**config.mk**
```make
export PLATFORM = sky130hd
export DESIGN_NAME = gshare_branch_predictor_flat
export DESIGN_NICKNAME = d
export VERILOG_FILES = /design/src/rtl/gshare_branch_predictor_if.sv /design/src/rtl/gshare_branch_predictor.sv /design/src/flat_wrapper.sv
export SDC_FILE = /design/constraint.sdc
export NUM_CORES = 1
export LEC_CHECK = 0
export CAP_MARGIN = 20
export CORE_ASPECT_RATIO = 2
export CORE_MARGIN = 2
export CORE_UTILIZATION = 55
export DETAILED_ROUTE_END_ITERATION = 8
export PLACE_DENSITY = 0.77
export SLEW_MARGIN = 30
export SYNTH_ARGS = -nofsm -noshare
export SYNTH_HDL_FRONTEND = slang
export SYNTH_SLANG_ARGS = --single-unit
```
**constraint.sdc**
```tcl
create_clock -name clk -period 18.55 [get_ports clk]
set_clock_uncertainty 0.05 [all_clocks]
set_input_delay 3.71 -clock clk [delete_from_list [all_inputs] [get_ports clk]]
set_output_delay 3.71 -clock clk [all_outputs]
set_load 0.05 [all_outputs]
```
**src/rtl/gshare_branch_predictor_if.sv**
```systemverilog
// Prediction, training and statistics signals between the ID-stage pipeline and the
// gshare direction predictor.
interface gshare_branch_predictor_if #(
   parameter int unsigned INDEX_WIDTH   = 6,
   parameter int unsigned HISTORY_WIDTH = 6
);
   logic                     pred_valid;
   logic [INDEX_WIDTH-1:0]   pred_pc_slice;
   logic                     pred_taken;
   logic [HISTORY_WIDTH-1:0] pred_ghr;
   logic                     upd_valid;
   logic [INDEX_WIDTH-1:0]   upd_pc_slice;
   logic [HISTORY_WIDTH-1:0] upd_ghr;
   logic                     upd_taken;
   logic                     upd_mispredict;
   logic [31:0]              stat_branches;
   logic [31:0]              stat_mispredicts;

   modport master (
      output pred_valid, pred_pc_slice, upd_valid, upd_pc_slice, upd_ghr, upd_taken,
             upd_mispredict,
      input  pred_taken, pred_ghr, stat_branches, stat_mispredicts
   );

   modport slave (
      input  pred_valid, pred_pc_slice, upd_valid, upd_pc_slice, upd_ghr, upd_taken,
             upd_mispredict,
      output pred_taken, pred_ghr, stat_branches, stat_mispredicts
   );
endinterface

```
**src/rtl/gshare_branch_predictor.sv**
```systemverilog
// Gshare/bimodal direction predictor: saturating-counter table, speculative global history
// with mispredict repair, and saturating branch/mispredict statistics.
module gshare_branch_predictor #(
   parameter int unsigned INDEX_WIDTH   = 6,
   parameter int unsigned HISTORY_WIDTH = 6,
   parameter int unsigned COUNTER_WIDTH = 2,
   parameter int unsigned GSHARE_EN     = 1
) (
   input logic                     clk,
   input logic                     rst,
   gshare_branch_predictor_if.slave bp
);

   localparam int ENTRIES = 2 ** INDEX_WIDTH;
   localparam logic [COUNTER_WIDTH-1:0] CNT_MAX  = '1;
   localparam logic [COUNTER_WIDTH-1:0] CNT_ZERO = '0;
   localparam logic [COUNTER_WIDTH-1:0] CNT_ONE  = COUNTER_WIDTH'(1);
   localparam logic [COUNTER_WIDTH-1:0] CNT_INIT = {1'b0, {(COUNTER_WIDTH-1){1'b1}}};

   logic [COUNTER_WIDTH-1:0] table_q [ENTRIES];
   logic [HISTORY_WIDTH-1:0] ghr_q, ghr_d;
   logic [31:0]              stat_branches_q, stat_branches_d;
   logic [31:0]              stat_mispredicts_q, stat_mispredicts_d;

   logic [INDEX_WIDTH-1:0]   pred_idx, upd_idx;
   logic [COUNTER_WIDTH-1:0] upd_cnt, upd_cnt_next;
   logic                     pred_taken_w;
   logic                     repair;

   // History sits in the LSBs of the index; bimodal mode ignores it but still tracks it.
   function automatic logic [INDEX_WIDTH-1:0] table_index(
      input logic [INDEX_WIDTH-1:0]   slice,
      input logic [HISTORY_WIDTH-1:0] ghr
   );
      logic [INDEX_WIDTH-1:0] hist;
      hist = '0;
      hist[HISTORY_WIDTH-1:0] = ghr;
      if (GSHARE_EN != 0) return slice ^ hist;
      return slice;
   endfunction

   // Concatenate then truncate so a 1-bit history needs no special case.
   function automatic logic [HISTORY_WIDTH-1:0] shift_in(
      input logic [HISTORY_WIDTH-1:0] ghr,
      input logic                     taken
   );
      logic [HISTORY_WIDTH:0] wide;
      wide = {ghr, taken};
      return wide[HISTORY_WIDTH-1:0];
   endfunction

   assign pred_idx     = table_index(bp.pred_pc_slice, ghr_q);
   assign upd_idx      = table_index(bp.upd_pc_slice, bp.upd_ghr);
   assign pred_taken_w = table_q[pred_idx][COUNTER_WIDTH-1];
   assign upd_cnt      = table_q[upd_idx];
   assign repair       = bp.upd_valid && bp.upd_mispredict;

   always_comb begin
      upd_cnt_next = upd_cnt;
      if (bp.upd_taken) begin
         if (upd_cnt != CNT_MAX) upd_cnt_next = upd_cnt + CNT_ONE;
      end else begin
         if (upd_cnt != CNT_ZERO) upd_cnt_next = upd_cnt - CNT_ONE;
      end
   end

   // Repair wins over a same-cycle speculative shift.
   always_comb begin
      ghr_d = ghr_q;
      if (repair) begin
         ghr_d = shift_in(bp.upd_ghr, bp.upd_taken);
      end else if (bp.pred_valid) begin
         ghr_d = shift_in(ghr_q, pred_taken_w);
      end
   end

   always_comb begin
      stat_branches_d    = stat_branches_q;
      stat_mispredicts_d = stat_mispredicts_q;
      if (bp.upd_valid && (stat_branches_q != 32'hFFFF_FFFF)) begin
         stat_branches_d = stat_branches_q + 32'd1;
      end
      if (repair && (stat_mispredicts_q != 32'hFFFF_FFFF)) begin
         stat_mispredicts_d = stat_mispredicts_q + 32'd1;
      end
   end

   always_ff @(posedge clk or posedge rst) begin
      if (rst) begin
         for (int i = 0; i < ENTRIES; i++) table_q[i] <= CNT_INIT;
      end else if (bp.upd_valid) begin
         table_q[upd_idx] <= upd_cnt_next;
      end
   end

   always_ff @(posedge clk or posedge rst) begin
      if (rst) begin
         ghr_q              <= '0;
         stat_branches_q    <= '0;
         stat_mispredicts_q <= '0;
      end else begin
         ghr_q              <= ghr_d;
         stat_branches_q    <= stat_branches_d;
         stat_mispredicts_q <= stat_mispredicts_d;
      end
   end

   assign bp.pred_taken       = pred_taken_w;
   assign bp.pred_ghr         = ghr_q;
   assign bp.stat_branches    = stat_branches_q;
   assign bp.stat_mispredicts = stat_mispredicts_q;

endmodule

```
**src/flat_wrapper.sv**
```systemverilog
// flat-port wrapper written by rule: the top's interface ports become plain ports
module gshare_branch_predictor_flat 
#(
   parameter int unsigned INDEX_WIDTH   = 6,
   parameter int unsigned HISTORY_WIDTH = 6,
   parameter int unsigned COUNTER_WIDTH = 2,
   parameter int unsigned GSHARE_EN     = 1
)
  (clk, rst, bp_pred_valid, bp_pred_pc_slice, bp_upd_valid, bp_upd_pc_slice, bp_upd_ghr, bp_upd_taken, bp_upd_mispredict, bp_pred_taken, bp_pred_ghr, bp_stat_branches, bp_stat_mispredicts);
  gshare_branch_predictor_if #(.INDEX_WIDTH(INDEX_WIDTH), .HISTORY_WIDTH(HISTORY_WIDTH)) bp_i ();
  input logic clk;
  input logic rst;
  input wire logic [$bits(bp_i.pred_valid)-1:0] bp_pred_valid;
  input wire logic [$bits(bp_i.pred_pc_slice)-1:0] bp_pred_pc_slice;
  input wire logic [$bits(bp_i.upd_valid)-1:0] bp_upd_valid;
  input wire logic [$bits(bp_i.upd_pc_slice)-1:0] bp_upd_pc_slice;
  input wire logic [$bits(bp_i.upd_ghr)-1:0] bp_upd_ghr;
  input wire logic [$bits(bp_i.upd_taken)-1:0] bp_upd_taken;
  input wire logic [$bits(bp_i.upd_mispredict)-1:0] bp_upd_mispredict;
  output wire logic [$bits(bp_i.pred_taken)-1:0] bp_pred_taken;
  output wire logic [$bits(bp_i.pred_ghr)-1:0] bp_pred_ghr;
  output wire logic [$bits(bp_i.stat_branches)-1:0] bp_stat_branches;
  output wire logic [$bits(bp_i.stat_mispredicts)-1:0] bp_stat_mispredicts;
  assign bp_i.pred_valid = bp_pred_valid;
  assign bp_i.pred_pc_slice = bp_pred_pc_slice;
  assign bp_i.upd_valid = bp_upd_valid;
  assign bp_i.upd_pc_slice = bp_upd_pc_slice;
  assign bp_i.upd_ghr = bp_upd_ghr;
  assign bp_i.upd_taken = bp_upd_taken;
  assign bp_i.upd_mispredict = bp_upd_mispredict;
  assign bp_pred_taken = bp_i.pred_taken;
  assign bp_pred_ghr = bp_i.pred_ghr;
  assign bp_stat_branches = bp_i.stat_branches;
  assign bp_stat_mispredicts = bp_i.stat_mispredicts;
  gshare_branch_predictor #(.INDEX_WIDTH(INDEX_WIDTH), .HISTORY_WIDTH(HISTORY_WIDTH), .COUNTER_WIDTH(COUNTER_WIDTH), .GSHARE_EN(GSHARE_EN)) u_core (.clk(clk), .rst(rst), .bp(bp_i));
endmodule
```
==> flow_metrics.py, run 1 <==
metrics = {
    "floorplan": {
        "dieArea_um2": 19480,
        "io_pins": 95,
        "die_y_um": 195.4,
        "start_util_pct": 55.57,
        "die_w_um": 99.70,
        "rows": 70,
        "core-area_um2": 18130,
    },
    "yosys": {
        "synth_area_per_cell_um2": 11.31,
        "synth.net_count": 917,
        "synthCells": 891,
        "yosysWarnings": 0,
        "yosys.area.top_type": "dfrtp_1",
        "syn_area_um2": 10070,
        "synth-seq-area-share_pct": 49.98,
        "ys_top_cells_by_area": "dfrtp_1 33%, dfstp_2 17%, mux2_2 7.8%, mux4_2 6.7%, nor2_1 5.9%",
        "synth_ff_type": "dfrtp_1",
        "synth_edf_count": 0,
        "synth_top_area_share_pct": 33.28,
        "synth_seq_cells": 198,
        "async_flop_share_pct": 100.0,
        "synth.most_common_cell": "nor2_1",
        "synth_commonest_cells": "159 x nor2_1, 134 x dfrtp_1, 77 x a21oi_1",
        "post_synth_num_cell_types": 54,
    },
    "drt": {
        "final_antenna_net_count": 0,
        "drc_errors": 0,
        "vias": 7628,
        "drt_wl_total_mm": 26.41,
        "first_pass_iters": 5,
        "vias_per_cell": 6.325,
        "drtIter0Drc": 598,
        "avgRoutedWirePerCell_um": 21.90,
    },
    "clock_network": {
        "htreeDepth": 4,
        "post_cts_buffers": 0,
        "cts_made_buffers": 17,
        "cts-resized-gates": 0,
        "ctsHoldBuffers": 0,
        "cts_buffer_depth": 2,
        "tritoncts": "done",
        "cts-root-buf": "clkbuf_16",
        "clock_sinks": 198,
        "clock_latency_ps": 440,
        "clk_pin_slew_ps": 70,
    },
    "finish": {
        "final_cells": 1206,
        "diodes": 0,
        "nNetsFinal": 1003,
        "final_layout_size_suffix_gt1_share_pct": 23.43,
        "syn2layout_area_growth_pct": 16.41,
        "fin_util_pct": 64.69,
    },
    "worst_setup_path": {
        "required_ps": 14790,
        "cp-startpoint": "bp_pred_pc_slice[0]",
        "ff2ff_setup_slack_ps": 15300,
        "crit_fanout": 16,
        "crit_type": "primary input to output pin",
        "r2r-start": "u_core.table_q[20]",
        "arrival_ps": 6840,
        "reg2reg_depth": 7,
        "endpoint_kind": "output pin",
        "start_kind": "primary input",
        "endpoint": "bp_pred_taken",
        "r2r-end": "u_core.table_q[103]",
    },
    "global_route": {
        "grt_pass1_vias": 7909,
        "grt_pass1_wl_mm": 41.74,
        "use_met1_pct": 30.81,
        "grt_busiest_layer": "met2",
        "met2_usage_pct": 48.10,
        "grt_overflow": 0,
        "grt_start_max_net_pins": 122,
        "antenna_found_initial": 0,
        "grt_usage_pct": 28.05,
        "use_met3_pct": 4.474,
    },
    "timing": {
        "tightest_slew_ps": 828.6,
        "setup_tns_ps": 0,
        "fmax_mhz": 94.33,
        "finalCritPeriodShare_pct": 57.15,
        "finalHoldViolCount": 0,
        "max_slew_margin_pct": 44.33,
        "whs_ps": 437.5,
        "min_period_ps": 10600,
        "rsz0062_at_grt": "no",
        "setup_viol": 0,
        "slew_viol_final": 0,
    },
    "placement": {
        "port_buffers": 94,
        "hpwlAfterDp_mm": 18.34,
        "post-place-cells": 1174,
        "place.gp.congestion": 0.9802,
    },
    "outcome": {
        "status": "finished clean",
    },
    "power_and_ir_drop": {
        "p_total_uw": 1546,
        "peakVddDrop_mv": 0.1307,
        "leakage_uw": 0.004763,
        "power_density_nw_per_um2": 131.8,
    },
    "job": {
        "cap_violations": 0,
    },
    "hold_path": {
        "hp-class": "flop to flop",
    },
}
==> power breakdown <==
| part | total [uW] | switching [uW] | internal [uW] | leakage, uW |
|---|---|---|---|---|
| clock network | 371 | 167 | 204 | 0.000281 |
| logic | 478 | 254 | 225 | 0.00207 |
| registers | 696 | 117 | 579 | 0.00242 |
| total | 1550 | 538 | 1010 | 0.00476 |
==> critical path: stages <==
cell,delay [ps]
clkdlybuf4s50_1,500
xnor2_2,120
buf_4,310
mux4_2,540
mux4_2,490
nor2b_1,150
a211oi_1,210
a21oi_1,90
clkdlybuf4s50_1,710
==> metrics by stage <==
stage / worst slack (ps) / cell area, um^2
finish: 7949 / 11730
global route: 7839 / 11730
CTS: 7930 / 11720
detailed placement: 7937 / 11140
global placement: 7954 / 11140
floorplan: 8673 / 10070
==> registers in the layout (all words and copies together), names as in the netlist <==
register and flops:
u_core.table_q 128, u_core.bp.stat_branches 32, u_core.bp.stat_mispredicts 32, u_core.bp.pred_ghr 6
==> metal layers <==
metal	vias up	part of all wire [%]
li1	3349	-
met1	3754	34
met2	387	51
met3	138	6.0
met4	0	8.5
met5	-	0
==> placed cells by master, fill, tap and decap left out, types with 4 or more instances in the layout <==
cell	n
a21oi_1	77
a221oi_1	14
a31oi_1	8
and3_1	14
and4_1	9
buf_4	9
clkbuf_16	17
clkdlybuf4s50_1	94
dfrtp_1	134
dfstp_2	64
inv_6	4
mux2_2	70
mux2_4	8
mux2i_1	17
mux4_2	30
nand2_1	47
nand3_1	52
nand4_1	13
nor2_1	159
nor3_1	6
o21ai_0	6
o22a_1	6
xnor2_1	51
xor2_1	20
==> area by class of cell <==
type	count	area, um^2
Timing Repair Buffer	104	1020
Inverter	4	22.52
Tap cell	216	270.3
Fill cell	1436	6402
Clock buffer	19	442.9
Multi-Input combinational cell	652	4792
Sequential cell	198	5035
Clock inverter	13	145.1
==> how the worst min path moves through the flow <==
stage	start	endpoint	slack (ps)	depth (start not counted)
2_1_floorplan	u_core.table_q[43]	u_core.table_q[43]	450	2
3_3_place_gp	u_core.bp.stat_branches[30]	u_core.bp.stat_branches[30]	430	1
3_5_place_dp	u_core.bp.stat_mispredicts[10]	u_core.bp.stat_mispredicts[10]	430	1
4_1_cts	u_core.bp.stat_mispredicts[10]	u_core.bp.stat_mispredicts[10]	450	1
5_1_grt	u_core.bp.stat_mispredicts[12]	u_core.bp.stat_mispredicts[12]	460	1
6_report	u_core.bp.stat_branches[25]	u_core.bp.stat_branches[25]	440	1
==> logic make-up (layout without fill, tap and decap cells) <==
| kind of cell | Yosys count | in the layout | synth area share [%] |
|---|---|---|---|
| and+or+nand+nor | 316 | 316 | 14.21 |
| AOI/OAI and AO/OA | 129 | 129 | 7.812 |
| DFF | 198 | 198 | 49.98 |
| adders and majority gates | 4 | 4 | 0.4967 |
| xor gates and xnor gates | 78 | 78 | 7.303 |
| muxes | 125 | 125 | 17.41 |
| buffers and inverters | 41 | 140 | 2.794 |
No activity file was read; power rests on OpenSTA's default activity.
==> run 2: changes to the inputs <==
Clock period 18.55 ns to 10.78 ns, I/O delays scaled along.
==> run 2 against run 1 <==
Wire length hardly changed. First-iteration DRC count is 0.84% lower. Count of clock-buffer cells in the layout stayed put. Non-clock buffer count stayed put. Flip-flop and latch count stayed put. Critical path depth stayed put. Register-to-register slack worse by 7800 ps. Combinational power is 72% higher. Final area is 0.15% higher. Via count is 0.17% lower. Largest power group unchanged. Highest routed layer unchanged.
==> flow_metrics.py, run 2 (synthesis gave the netlist of run 1 again) <==
metrics = {
    "power_and_ir_drop": {
        "p_clk_share_pct": 24.7,
        "pwr-share-seq_pct": 44.7,
        "p_comb_share_pct": 30.7,
        "peakVddDrop_mv": 0.2240,
        "switching_share_pct": 34.64,
        "power_density_nw_per_um2": 228.3,
        "leakage_uw": 0.004773,
        "netSwitchingPower_uw": 928.7,
        "internal_power_uw": 1753,
    },
    "finish": {
        "multi_input_area_um2": 4792,
        "final-seq-area_um2": 5035,
        "fill_cells": 1383,
        "diodes": 0,
        "largest_register_ffs": 128,
        "final_layout_size_suffix_gt1_share_pct": 23.33,
        "nNetsFinal": 1003,
        "top_register": "u_core.table_q",
        "most-common-layout-cells": "159 x nor2_1, 134 x dfrtp_1, 94 x clkdlybuf4s50_1",
        "final_common_cell": "nor2_1",
        "syn2layout_area_growth_pct": 16.58,
    },
    "worst_setup_path": {
        "arrival_ps": 5260,
        "ff2ff_setup_slack_ps": 7550,
        "r2r-end": "u_core.table_q[97]",
        "required_ps": 8570,
        "endpoint_kind": "output pin",
        "reg2reg_depth": 7,
        "crit_fanout": 16,
        "crit_type": "primary input to output pin",
        "r2r-start": "u_core.table_q[20]",
        "cp-startpoint": "bp_pred_pc_slice[0]",
        "start_kind": "primary input",
    },
    "outcome": {
        "status": "finished clean",
    },
    "global_route": {
        "antenna_found_initial": 0,
        "grt_overflow": 0,
        "met2_usage_pct": 47.37,
        "grt_start_max_net_pins": 120,
        "use_met3_pct": 4.545,
        "grt_busiest_layer": "met2",
        "grt_pass1_wl_mm": 41.56,
        "use_met1_pct": 31.20,
        "grt_usage_pct": 27.93,
        "grt_pass1_vias": 7749,
    },
    "hold_path": {
        "hold_end": "u_core.bp.stat_mispredicts[22]",
        "holdPathStages": 1,
        "hp-start": "u_core.bp.stat_mispredicts[22]",
        "hp-class": "flop to flop",
    },
    "clock_network": {
        "tritoncts": "done",
        "htreeDepth": 4,
        "cts_made_buffers": 17,
        "clk_pin_slew_ps": 70,
        "clock_latency_ps": 430,
        "cts-root-buf": "clkbuf_16",
        "ctsHoldBuffers": 0,
        "cts-resized-gates": 0,
        "cts_buffer_depth": 2,
        "post_cts_buffers": 0,
        "clock_sinks": 198,
    },
    "drt": {
        "vias_per_cell": 6.314,
        "drt_wl_total_mm": 26.39,
        "vias": 7615,
        "first_pass_iters": 5,
        "final_antenna_net_count": 0,
        "drc_errors": 0,
        "avgRoutedWirePerCell_um": 21.88,
        "drtIter0Drc": 593,
    },
    "timing": {
        "setup_viol": 0,
        "finalHoldViolCount": 0,
        "max_slew_margin_pct": 35.92,
        "rsz0062_at_grt": "no",
        "fmax_mhz": 133.9,
        "whs_ps": 444.8,
        "slew_viol_final": 0,
        "tightest_slew_ps": 953.8,
        "setup_tns_ps": 0,
        "finalCritPeriodShare_pct": 69.30,
        "min_period_ps": 7470,
    },
    "floorplan": {
        "die_w_um": 99.70,
        "die_y_um": 195.4,
        "start_util_pct": 55.57,
        "dieArea_um2": 19480,
        "io_pins": 95,
        "rows": 70,
        "core-area_um2": 18130,
    },
    "placement": {
        "port_buffers": 94,
        "place.gp.congestion": 1.004,
        "hpwlAfterDp_mm": 18.03,
    },
    "job": {
        "cap_violations": 0,
    },
}
run 2: final cells by class:
class	instances	area share (%)
sequential	198	42.87
multi-input combinational	652	40.80
timing repair buffer	104	8.682
clock buffer	19	3.686
tap	216	2.301
clock inverter	13	1.470
inverter	4	0.1918
run 2: metrics by stage:
| stage | power, uW | utilization, % | setup WS (ps) | cell area [um^2] | cells |
|---|---|---|---|---|---|
| after CTS | 2682 | 64.76 | 3297 | 11740 | 1206 |
| after global routing | 2801 | 64.78 | 3188 | 11750 | 1206 |
| after global placement | 1989 | 61.42 | 3305 | 11140 | 1174 |
| final | 2681 | 64.78 | 3310 | 11750 | 1206 |
| after detailed placement | 2017 | 61.42 | 3314 | 11140 | 1174 |
| after floorplan | 1779 | - | 3283 | 10070 | 891 |
run 2: metal layers:
metal / wire length (um) / vias to the layer above
li1: - / 3358
met1: 9024 / 3727
met2: 13720 / 403
met3: 1601 / 127
met4: 2040 / 0
met5: 0 / -
run 2: worst max-delay path: stages:
cell             delay (ps)
clkdlybuf4s50_1         500
xnor2_2                 120
buf_4                   310
mux4_2                  530
mux4_2                  490
nor2b_1                 140
a211oi_1                220
a21oi_1                  90
clkdlybuf4s50_1         710
run 2: how the worst max path moves through the flow:
stage                            endpoint
finish                      bp_pred_taken
global placement            bp_pred_taken
global route                bp_pred_taken
detailed placement          bp_pred_taken
floorplan           u_core.bp.pred_ghr[0]
CTS                         bp_pred_taken
run 2: power by group through the flow:
stage | clock, uW | sequential [uW] | combinational [uW]
6_report | 661 | 1200 | 822
5_1_grt | 699 | 1210 | 890
4_1_cts | 670 | 1190 | 824
3_5_place_dp | 0 | 1200 | 819
3_3_place_gp | 0 | 1190 | 795
2_1_floorplan | 0 | 1210 | 569
